--- config.mk ---
export PLATFORM = sky130hd
export DESIGN_NAME = breakout_engine
export DESIGN_NICKNAME = d
export VERILOG_FILES = /design/src/rtl/breakout_pkg.sv /design/src/rtl/breakout_brick_hit.sv /design/src/rtl/breakout_engine.sv
export SDC_FILE = /design/constraint.sdc
export NUM_CORES = 1
export LEC_CHECK = 0
export BUFFER_PORTS_ARGS = -buffer_cell sky130_fd_sc_hd__buf_2
export CAP_MARGIN = 20
export CORE_ASPECT_RATIO = 0.9
export CORE_MARGIN = 2
export CORE_UTILIZATION = 52
export DETAILED_ROUTE_END_ITERATION = 16
export PLACE_DENSITY_LB_ADDON = 0.25
export SYNTH_ARGS = -nofsm -noshare
export SYNTH_HDL_FRONTEND = slang
export SYNTH_SLANG_ARGS = --single-unit
--- constraint.sdc ---
create_clock -name clk -period 7.65 [get_ports clk]
set_input_delay 0.3825 -clock clk [delete_from_list [all_inputs] [get_ports clk]]
set_output_delay 0.3825 -clock clk [all_outputs]
set_load 0.02 [all_outputs]
--- src/rtl/breakout_pkg.sv ---
// Shared types and constants for the brick-breaker engine: game state encoding,
// default geometry and the saturating two-digit BCD increment.
package breakout_pkg;

    typedef enum logic [2:0] {
        StServe = 3'd0,
        StPlay  = 3'd1,
        StWin   = 3'd2,
        StLose  = 3'd3
    } game_state_e;

    localparam int unsigned DefRows       = 5;
    localparam int unsigned DefCols       = 12;
    localparam int unsigned DefXMin       = 144;
    localparam int unsigned DefXMax       = 783;
    localparam int unsigned DefYMin       = 35;
    localparam int unsigned DefYFloor     = 515;
    localparam int unsigned DefBrickW     = 53;
    localparam int unsigned DefBrickH     = 25;
    localparam int unsigned DefBallR      = 5;
    localparam int unsigned DefPaddleHw   = 25;
    localparam int unsigned DefPaddleHh   = 5;
    localparam int unsigned DefPaddleY    = 500;
    localparam int unsigned DefPaddleStep = 2;
    localparam int unsigned DefServeX     = 480;
    localparam int unsigned DefServeY     = 200;
    localparam int unsigned DefLives      = 3;
    localparam int unsigned DefPhasePts   = 20;
    localparam int unsigned DefMaxSpeed   = 3;

    // {tens, ones} BCD increment that sticks at 99.
    function automatic logic [7:0] bcd_inc(input logic [7:0] bcd);
        if (bcd == 8'h99) begin
            return 8'h99;
        end
        if (bcd[3:0] == 4'd9) begin
            return {bcd[7:4] + 4'd1, 4'd0};
        end
        return {bcd[7:4], bcd[3:0] + 4'd1};
    endfunction

endpackage

--- src/rtl/breakout_brick_hit.sv ---
// Combinational ball-versus-grid overlap test; reports the lowest-index live
// brick whose inclusive box touches the ball box.
module breakout_brick_hit
    import breakout_pkg::*;
#(
    parameter int unsigned ROWS    = DefRows,
    parameter int unsigned COLS    = DefCols,
    parameter int unsigned X_MIN   = DefXMin,
    parameter int unsigned Y_MIN   = DefYMin,
    parameter int unsigned BRICK_W = DefBrickW,
    parameter int unsigned BRICK_H = DefBrickH,
    parameter int unsigned BALL_R  = DefBallR,
    parameter int unsigned IDX_W   = 6
) (
    input  logic [10:0]          ball_x,
    input  logic [10:0]          ball_y,
    input  logic [ROWS*COLS-1:0] alive,
    output logic                 hit,
    output logic [IDX_W-1:0]     idx
);

    localparam logic [10:0] BallR = 11'(BALL_R);

    always_comb begin
        hit = 1'b0;
        idx = '0;
        // Scan downwards so the lowest matching index is the one left standing.
        for (int r = int'(ROWS) - 1; r >= 0; r--) begin
            for (int c = int'(COLS) - 1; c >= 0; c--) begin
                if (alive[r*COLS+c] &&
                    ball_x + BallR >= 11'(X_MIN + c*BRICK_W) &&
                    ball_x - BallR <= 11'(X_MIN + (c+1)*BRICK_W) &&
                    ball_y + BallR >= 11'(Y_MIN + r*BRICK_H) &&
                    ball_y - BallR <= 11'(Y_MIN + (r+1)*BRICK_H)) begin
                    hit = 1'b1;
                    idx = IDX_W'(r*COLS + c);
                end
            end
        end
    end

endmodule

--- src/rtl/breakout_engine.sv ---
// Brick-breaker game engine stepping once per frame tick. Define
// BREAKOUT_MULTIHIT_EN to make row-0 bricks take two hits (adds the cracked port).
module breakout_engine
    import breakout_pkg::*;
#(
    parameter int unsigned ROWS        = DefRows,
    parameter int unsigned COLS        = DefCols,
    parameter int unsigned X_MIN       = DefXMin,
    parameter int unsigned X_MAX       = DefXMax,
    parameter int unsigned Y_MIN       = DefYMin,
    parameter int unsigned Y_FLOOR     = DefYFloor,
    parameter int unsigned BRICK_W     = DefBrickW,
    parameter int unsigned BRICK_H     = DefBrickH,
    parameter int unsigned BALL_R      = DefBallR,
    parameter int unsigned PADDLE_HW   = DefPaddleHw,
    parameter int unsigned PADDLE_HH   = DefPaddleHh,
    parameter int unsigned PADDLE_Y    = DefPaddleY,
    parameter int unsigned PADDLE_STEP = DefPaddleStep,
    parameter int unsigned SERVE_X     = DefServeX,
    parameter int unsigned SERVE_Y     = DefServeY,
    parameter int unsigned LIVES       = DefLives,
    parameter int unsigned PHASE_PTS   = DefPhasePts,
    parameter int unsigned MAX_SPEED   = DefMaxSpeed
) (
    input  logic                 clk,
    input  logic                 rst,
    input  logic                 tick,
    input  logic                 start,
    input  logic                 left,
    input  logic                 right,
    output logic [9:0]           paddle_x,
    output logic [9:0]           ball_x,
    output logic [9:0]           ball_y,
    output logic [ROWS*COLS-1:0] bricks_alive,
    output logic [3:0]           score_ones,
    output logic [3:0]           score_tens,
    output logic [3:0]           lives,
    output logic [2:0]           state
`ifdef BREAKOUT_MULTIHIT_EN
    ,
    output logic [COLS-1:0]      cracked
`endif
);

    localparam int unsigned NB    = ROWS * COLS;
    localparam int unsigned IDX_W = (NB > 1) ? $clog2(NB) : 1;

    localparam logic [10:0] WallL   = 11'(X_MIN);
    localparam logic [10:0] WallR   = 11'(X_MAX);
    localparam logic [10:0] Ceil    = 11'(Y_MIN);
    localparam logic [10:0] Floor   = 11'(Y_FLOOR);
    localparam logic [10:0] BallR   = 11'(BALL_R);
    localparam logic [10:0] PadHw   = 11'(PADDLE_HW);
    localparam logic [10:0] PadTop  = 11'(PADDLE_Y - PADDLE_HH);
    localparam logic [10:0] PadStep = 11'(PADDLE_STEP);
    localparam logic [10:0] PadMin  = 11'(X_MIN + PADDLE_HW);
    localparam logic [10:0] PadMax  = 11'(X_MAX - PADDLE_HW);
    localparam logic [9:0]  PadRst  = 10'((X_MIN + X_MAX) / 2);
    localparam logic [9:0]  ServeX  = 10'(SERVE_X);
    localparam logic [9:0]  ServeY  = 10'(SERVE_Y);

    game_state_e     state_q, state_d;
    logic [9:0]      paddle_q, paddle_d, bx_q, bx_d, by_q, by_d;
    logic            dx_q, dx_d, dy_q, dy_d;  // 1 = moving towards larger coordinate
    logic [NB-1:0]   alive_q, alive_d;
    logic [3:0]      ones_q, ones_d, tens_q, tens_d, lives_q, lives_d;
    logic [6:0]      points_q, points_d;

    logic [10:0]     px, bx, by, speed, paddle_mv;
    int unsigned     phase;
    logic            hit, hit_clear;
    logic [IDX_W-1:0] hit_idx;

`ifdef BREAKOUT_MULTIHIT_EN
    localparam int unsigned COL_W = (COLS > 1) ? $clog2(COLS) : 1;
    logic [COLS-1:0]  cracked_q, cracked_d;
    logic [COL_W-1:0] hit_col;
    assign hit_col = COL_W'(hit_idx);
    assign cracked = cracked_q;
`endif

    assign px = {1'b0, paddle_q};
    assign bx = {1'b0, bx_q};
    assign by = {1'b0, by_q};

    breakout_brick_hit #(
        .ROWS    (ROWS),
        .COLS    (COLS),
        .X_MIN   (X_MIN),
        .Y_MIN   (Y_MIN),
        .BRICK_W (BRICK_W),
        .BRICK_H (BRICK_H),
        .BALL_R  (BALL_R),
        .IDX_W   (IDX_W)
    ) u_brick_hit (
        .ball_x (bx),
        .ball_y (by),
        .alive  (alive_q),
        .hit    (hit),
        .idx    (hit_idx)
    );

    always_ff @(posedge clk or negedge rst) begin
        if (!rst) begin
            state_q  <= StServe;
            paddle_q <= PadRst;
            bx_q     <= ServeX;
            by_q     <= ServeY;
            dx_q     <= 1'b1;
            dy_q     <= 1'b1;
            alive_q  <= '1;
            ones_q   <= 4'd0;
            tens_q   <= 4'd0;
            points_q <= 7'd0;
            lives_q  <= 4'(LIVES);
`ifdef BREAKOUT_MULTIHIT_EN
            cracked_q <= '0;
`endif
        end else if (tick) begin
            state_q  <= state_d;
            paddle_q <= paddle_d;
            bx_q     <= bx_d;
            by_q     <= by_d;
            dx_q     <= dx_d;
            dy_q     <= dy_d;
            alive_q  <= alive_d;
            ones_q   <= ones_d;
            tens_q   <= tens_d;
            points_q <= points_d;
            lives_q  <= lives_d;
`ifdef BREAKOUT_MULTIHIT_EN
            cracked_q <= cracked_d;
`endif
        end
    end

    always_comb begin
        state_d   = state_q;
        paddle_d  = paddle_q;
        bx_d      = bx_q;
        by_d      = by_q;
        dx_d      = dx_q;
        dy_d      = dy_q;
        alive_d   = alive_q;
        ones_d    = ones_q;
        tens_d    = tens_q;
        points_d  = points_q;
        lives_d   = lives_q;
        hit_clear = 1'b0;
`ifdef BREAKOUT_MULTIHIT_EN
        cracked_d = cracked_q;
`endif
        phase = 32'(points_q) / PHASE_PTS + 1;
        speed = (phase > MAX_SPEED) ? 11'(MAX_SPEED) : 11'(phase);

        if (right && !left) begin
            paddle_mv = (px + PadStep > PadMax) ? PadMax : px + PadStep;
        end else if (left && !right) begin
            paddle_mv = (px < PadMin + PadStep) ? PadMin : px - PadStep;
        end else begin
            paddle_mv = px;
        end

        unique case (state_q)
            StServe: begin
                paddle_d = paddle_mv[9:0];
                if (start) state_d = StPlay;
            end
            StPlay: begin
                paddle_d = paddle_mv[9:0];
                if (by + BallR >= Floor) begin
                    lives_d = lives_q - 4'd1;
                    state_d = (lives_d == 4'd0) ? StLose : StServe;
                    bx_d    = ServeX;
                    by_d    = ServeY;
                    dx_d    = 1'b1;
                    dy_d    = 1'b1;
                end else begin
                    // Only the highest-priority collision is serviced this tick.
                    if (dy_q && by + BallR >= PadTop &&
                        bx + BallR >= px - PadHw && bx - BallR <= px + PadHw) begin
                        dy_d = 1'b0;
                    end else if ((dx_q && bx + BallR >= WallR) ||
                                 (!dx_q && bx - BallR <= WallL)) begin
                        dx_d = !dx_q;
                    end else if (!dy_q && by - BallR <= Ceil) begin
                        dy_d = 1'b1;
                    end else if (hit) begin
                        dy_d      = !dy_q;
                        hit_clear = 1'b1;
`ifdef BREAKOUT_MULTIHIT_EN
                        if (32'(hit_idx) < COLS && !cracked_q[hit_col]) begin
                            hit_clear          = 1'b0;
                            cracked_d[hit_col] = 1'b1;
                        end
`endif
                        if (hit_clear) begin
                            alive_d[hit_idx] = 1'b0;
                            {tens_d, ones_d} = bcd_inc({tens_q, ones_q});
                            points_d = (points_q == 7'd99) ? points_q : points_q + 7'd1;
                        end
                    end
                    if (alive_d == '0) begin
                        state_d = StWin;
                    end else begin
                        bx_d = dx_d ? 10'(bx + speed) : 10'(bx - speed);
                        by_d = dy_d ? 10'(by + speed) : 10'(by - speed);
                    end
                end
            end
            StWin, StLose: begin
                if (start) begin
                    state_d  = StServe;
                    paddle_d = PadRst;
                    bx_d     = ServeX;
                    by_d     = ServeY;
                    dx_d     = 1'b1;
                    dy_d     = 1'b1;
                    alive_d  = '1;
                    ones_d   = 4'd0;
                    tens_d   = 4'd0;
                    points_d = 7'd0;
                    lives_d  = 4'(LIVES);
`ifdef BREAKOUT_MULTIHIT_EN
                    cracked_d = '0;
`endif
                end
            end
            default: state_d = StServe;
        endcase
    end

    assign paddle_x     = paddle_q;
    assign ball_x       = bx_q;
    assign ball_y       = by_q;
    assign bricks_alive = alive_q;
    assign score_ones   = ones_q;
    assign score_tens   = tens_q;
    assign lives        = lives_q;
    assign state        = state_q;

endmodule

==> summary.md, run 1 <==
| Metric | Value |
|---|---|
| Outcome | `complete, no violations` |
| Slowest Stage Delay on Critical Path | `640 ps` |
| Final critical-path share of the clock period | `98.3%` |
| Synth area leader | `dfstp_2` |
| CTS tree | `done` |
| CP Launch Type | `flip-flop` |
| Relative slew slack | `39.7%` |
| Post-route antenna net violation count | `0` |
| Root Driver | `clkbuf_16` |
| Synth top area cells | `dfstp_2 (15%), dfrtp_1 (6.4%), ha_1 (5.8%)` |
| CP max-delay cell | `nor4_1` |
| Final nets | `1946` |
| CTS H-tree lvls | `4` |
| Final hold vios | `0` |
| Die H | `158 um` |
| All-Layer GR Usage | `40.0%` |
| Core area | `25900 um2` |
| Routability Congestion | `1.06` |
| Vias/cell | `6.96` |
| Worst setup EP type | `flip-flop` |
| Register area | `2930 um2` |
| Max Cap Violations | `0` |
| Ports | `111` |
| Via count of the first global-routing pass | `14200` |
| CP dominant cell by count | `o21a_1` |
| # hold bufs at CTS | `0` |
| Total global routing overflow | `0` |
| CP max FO | `28` |
| Max Root-Sink Buffers | `2` |
| Actual slew at the worst max-slew pin | `895 ps` |
| Global-route wire length before repair | `85400 um` |
| Ys async rst share | `100%` |
| Critical path class | `flip-flop to flip-flop` |
| CTS buffer count | `17` |
| WP data required | `7980 ps` |
| Avg WL per Cell | `25.0 um` |
| IO buf count | `109` |
| Clock Skew | `19.3 ps` |
| Syn Nets | `1867` |
| DIE WIDTH | `175 um` |
| # DRC | `0` |
| Post-synth top cells | `nand2_1 (196), o21ai_0 (136), nor2_1 (116)` |
| Seq cells post-synth | `113` |
| Post-layout min period | `7520 ps` |
| Average size of a mapped cell | `7.60 um2` |
| Register area share after synthesis | `21.4%` |
| Total vias in the final route | `15600` |
| Synth top area share | `15.0%` |
| Final setup fails | `0` |
| HPWL after detailed placement | `42700 um` |
| Drt total wl | `55900 um` |
| Setup TNS | `0 ps` |
| Largest net degree at the start of global routing | `65` |
| Number of enable flip-flop cells after synthesis | `0` |
| Post-Syn Instances | `1796` |
| Main synth FF type | `dfstp_2` |
| Iter 0 DRT Violations | `2438` |
| Max-slew violation count | `0` |
| Netlist Area Pre-Place | `13600 um2` |
| First-pass detailed-route iteration total | `8` |
| WP data arrival | `7840 ps` |
| RSZ-0062 raised after global routing | `no` |
| Antenna cells | `0` |
| Initial antenna violation count | `0` |
| Layout area overhead | `11.7%` |
| Std cell rows | `56` |
| Worst-path clk slew | `60 ps` |
| Skew-Pair Late Insertion Delay | `450 ps` |
| Top-count cell post-synth | `nand2_1` |
| Clk sink count | `113` |
| Maximum clock rate | `0.133 GHz` |
| FILL cells | `2437` |
| Unique masters post-synth | `116` |
| Footprint of the multi-input gates | `9890 um2` |
| Yosys warnings | `0` |
| HP Class | `input pin to asynchronous set/reset pin` |
| Crit-path cells | `inv_1 -> ha_1 -> buf_4 -> nor4bb_1 -> a41oi_1 -> or3b_1 -> nor4_2 -> o32a_2 -> nand3_1 -> a211oi_2 -> o211ai_1 -> a311o_1 -> a21o_1 -> o21a_1 -> buf_12 -> or3_1 -> o21a_1 -> nor4_1 -> nand4_1 -> o31a_4 -> mux2_4` |
| Effective utilization at floorplan | `52.6%` |
| Die area | `27600 um2` |
| Share of post-route cells with drive strength above 1 | `20.3%` |
==> logic make-up (layout without fill, tap and decap cells) <==
| kind of cell | Yosys count | in the layout | share of synthesized area (%) |
|---|---|---|---|
| multiplexers | 12 | 12 | 1.01 |
| AND/OR/NAND/NOR | 735 | 735 | 28.8 |
| flip-flops | 113 | 113 | 21.4 |
| other | 2 | 2 | 0.0550 |
| XOR/XNOR | 55 | 55 | 3.59 |
| AO/OA/AOI/OAI | 623 | 623 | 32.8 |
| buffers and inverters | 190 | 282 | 6.21 |
| adder cells (fa/ha/maj) | 66 | 66 | 6.14 |
==> sequential cells by signal (all words and copies together), names as in the netlist <==
register,count
bricks_alive,60
dy_q,1
score_ones,4
points_q,7
dx_q,1
ball_y,10
paddle_x,10
lives,4
score_tens,4
state,2
ball_x,10
==> final cells by class <==
cell class              instances  share of cell area, %
repair buffers                178                   7.08
multi-input cells            1493                   64.9
inverters                      72                   1.77
clock buffers                  18                   2.82
flip-flops and latches        113                   19.2
clock inverters                14                   1.32
well taps                     348                   2.86
==> critical path: cells and delay by family, from the launching register on <==
| family | cells | cell delay [ps] |
|---|---|---|
| AOI/OAI and AO/OA | 9 | 2770 |
| adders and majority gates | 1 | 410 |
| buffers and inverters | 3 | 580 |
| DFF | 1 | 370 |
| muxes | 1 | 340 |
| and+or+nand+nor | 7 | 2920 |
==> cell usage in the layout, fill, tap and decap left out, drive strengths merged, types with 43 or more instances in the layout <==
master    n
a21oi    94
buf     178
dfstp    78
ha       63
inv      74
nand2   196
nand3    84
nor2    118
nor3     46
o21ai   156
xnor2    43
==> through the flow <==
stage / utilization (%) / hold slack (ps) / std cells / instance area (um2) / setup slack [ps]
final: 58.8 / 59.2 / 2236 / 15200 / 132
after global routing: 58.8 / 110 / 2236 / 15200 / 0.597
after CTS: 58.6 / 57.6 / 2235 / 15200 / 39.5
after detailed placement: 56.2 / 508 / 2203 / 14600 / 65.8
after global placement: 56.2 / 504 / 2203 / 14600 / 47.4
after floorplan: - / 86.9 / 1796 / 13600 / 513
==> final timing paths <==
kind	cells after the start	slack (ps)	endpoint	from
setup / recovery	21	130	ball_y[4]	ball_x[1]
hold reg to reg	2	520	bricks_alive[52]	bricks_alive[52]
setup reg to reg	21	130	ball_y[4]	ball_x[1]
min in group clk	3	290	state[1]	start
hold / removal	1	60	points_q[6]	rst
max in group asynchronous	2	6320	ball_x[2]	rst
==> what timing repair did <==
item,CTS,global route
buffers inserted,0,1
setup endpoints to repair,0,22
resized for setup,0,9
==> routing by layer <==
layer / share of wire (%) / track usage (%) / up-vias
li1: - / - / 6947
met1: 42 / 56.7 / 7406
met2: 41 / 58.5 / 1053
met3: 12 / 10.0 / 167
met4: 4.1 / 15.3 / 0
met5: 0 / 0 / -
Power of run 1 is left out: the tool's default activity adds up to more than one toggle a clock period on the data nets, which glitch-free logic cannot reach.
==> inputs of run 2 (changes only) <==
Settings changed: SETUP_SLACK_MARGIN set to 0.4.
==> run 2 against run 1 <==
Effect of this change: die area is the same; global-route usage about the same; clock skew hardly changed; via count is 0.58% higher; register-to-register slack improved by 490 ps; first-iteration DRC count shrank 4.6%; worst setup slack gained 490 ps; design area increased by 0.93%; wire length up 0.50%; utilization rose by 0.55 points; critical path type unchanged.
==> summary.md, run 2 (same netlist as run 1, synthesis figures left out) <==
| Metric | Value |
|---|---|
| Ports | `111 (unchanged)` |
| CTS buffer count | `17 (unchanged)` |
| Effective utilization at floorplan | `52.6% (unchanged)` |
| Avg WL per Cell | `25.1 um (+0.46%)` |
| Iter 0 DRT Violations | `2327 (-4.6%)` |
| Final hold vios | `0 (unchanged)` |
| WP data required | `7980 ps (about the same)` |
| Post-route antenna net violation count | `0 (unchanged)` |
| Root Driver | `clkbuf_16` |
| Max Cap Violations | `0 (unchanged)` |
| Drt total wl | `56200 um (+0.50%)` |
| Leading cell type in the layout, fill and taps excluded | `nand2_1` |
| Initial antenna violation count | `0 (unchanged)` |
| Vias/cell | `7.00 (+0.54%)` |
| IO buf count | `109 (unchanged)` |
| Core area | `25900 um2 (unchanged)` |
| CP max FO | `34 (+21%)` |
| Final setup fails | `0 (unchanged)` |
| Post-layout min period | `7030 ps (-486 ps)` |
| Final nets | `1947 (+0.051%)` |
| FILL cells | `2437 (unchanged)` |
| HP Class | `input pin to asynchronous set/reset pin` |
| Total vias in the final route | `15700 (+0.58%)` |
| Clk sink count | `113 (unchanged)` |
| Die area | `27600 um2 (unchanged)` |
| # DRC | `0 (unchanged)` |
| Commonest cells after routing, fill and taps aside | `nand2_1 (196), o21ai_0 (134), nor2_1 (114)` |
| Relative slew slack | `39.6% (-0.17 points)` |
| WP data arrival | `7360 ps (-480 ps)` |
| Layout area overhead | `12.7%` |
| CP Launch Type | `flip-flop` |
| Actual slew at the worst max-slew pin | `897 ps (+2.45 ps)` |
| First-pass detailed-route iteration total | `7 (-1)` |
| Max-slew violation count | `0 (unchanged)` |
| DIE WIDTH | `175 um (unchanged)` |
| Critical path class | `flip-flop to flip-flop` |
| RSZ-0062 raised after global routing | `no` |
| Setup TNS | `0 ps (unchanged)` |
| Skew-Pair Late Insertion Delay | `450 ps (about the same)` |
| Maximum clock rate | `0.142 GHz (+6.9%)` |
| Routability Congestion | `1.06 (unchanged)` |
| Outcome | `complete, no violations` |
| Via count of the first global-routing pass | `14200 (+0.092%)` |
| Total global routing overflow | `0 (unchanged)` |
| Worst-path clk slew | `70 ps (about the same)` |
| Antenna cells | `0 (unchanged)` |
| Share of post-route cells with drive strength above 1 | `21.5% (+1.2 points)` |
| Clock Skew | `19.0 ps (-0.331 ps)` |
| CTS H-tree lvls | `4 (unchanged)` |
| Worst setup EP type | `flip-flop` |
| HPWL after detailed placement | `42700 um (unchanged)` |
| Std cell rows | `56 (unchanged)` |
| Final critical-path share of the clock period | `91.9% (-6.4 points)` |
| All-Layer GR Usage | `40.1% (about the same)` |
| Max Root-Sink Buffers | `2 (unchanged)` |
| Global-route wire length before repair | `85400 um (about the same)` |
| Die H | `158 um (unchanged)` |
| Number of flip-flops under the largest register name | `60 (unchanged)` |
| CTS tree | `done` |
| Largest net degree at the start of global routing | `65 (unchanged)` |
-- run 2: what timing repair did --
| action | in CTS | in global routing |
|---|---|---|
| resized for setup | 4 | 35 |
| hold endpoints to repair | 0 | 0 |
| setup buffers | 0 | 2 |
| setup endpoints to repair | 20 | 22 |
| hold buffers | 0 | 0 |
| pin swaps | 0 | 3 |
| gates cloned | 0 | 0 |
-- run 2: routing by layer --
metal	GRT usage, %	vias to the layer above	wire (um)
met5	0	-	0
met4	15.1	0	2400
met3	9.70	169	6470
met2	58.6	1039	23500
met1	56.8	7509	23800
li1	-	6947	-
-- run 2: layout make-up --
cell class,count,area (um2),share of cell area (%)
timing repair buffer,179,1090,7.09
tap,348,435,2.83
clock inverter,14,201,1.31
multi-input combinational,1493,10000,65.1
sequential,113,2940,19.1
clock buffer,18,429,2.79
inverter,72,270,1.76
-- run 2: worst max-delay path, stage by stage (launching register included) --
cell       delay (ps)
dfrtp_1           390
buf_6             200
ha_1              230
buf_4             200
a211oi_1          550
o21ai_0           220
a2111oi_0         470
a211o_1           460
nand3_1           270
a31oi_1           410
nor3b_2           130
buf_4             160
or3_1             360
a211oi_1          470
nand2_1           160
o21ai_0           190
nand3_1            90
a2111oi_1         540
buf_4             210
nand4_1           270
o31a_4            560
mux2_4            340
-- run 2: final timing paths --
kind / cells past startpoint / slack (ps) / from / end
min reg2reg: 2 / 520 / bricks_alive[52] / bricks_alive[52]
min in group clk: 3 / 280 / start / state[1]
max: 21 / 620 / ball_x[0] / ball_y[4]
max reg2reg: 21 / 620 / ball_x[0] / ball_y[4]
min: 1 / 60 / rst / points_q[6]
max in group asynchronous: 2 / 6310 / rst / ball_y[1]
-- run 2: stage by stage --
step | util, % | hold WS (ps) | instance area, um2 | setup WS [ps] | cells
2_1_floorplan | - | 86.9 | 13600 | 513 | 1796
4_1_cts | 58.7 | 57.6 | 15200 | 403 | 2235
5_1_grt | 59.3 | 110 | 15400 | 289 | 2237
3_3_place_gp | 56.2 | 504 | 14600 | 47.4 | 2203
6_report | 59.3 | 62.1 | 15400 | 618 | 2237
3_5_place_dp | 56.2 | 508 | 14600 | 65.8 | 2203
Power of run 2 is left out for the same reason.
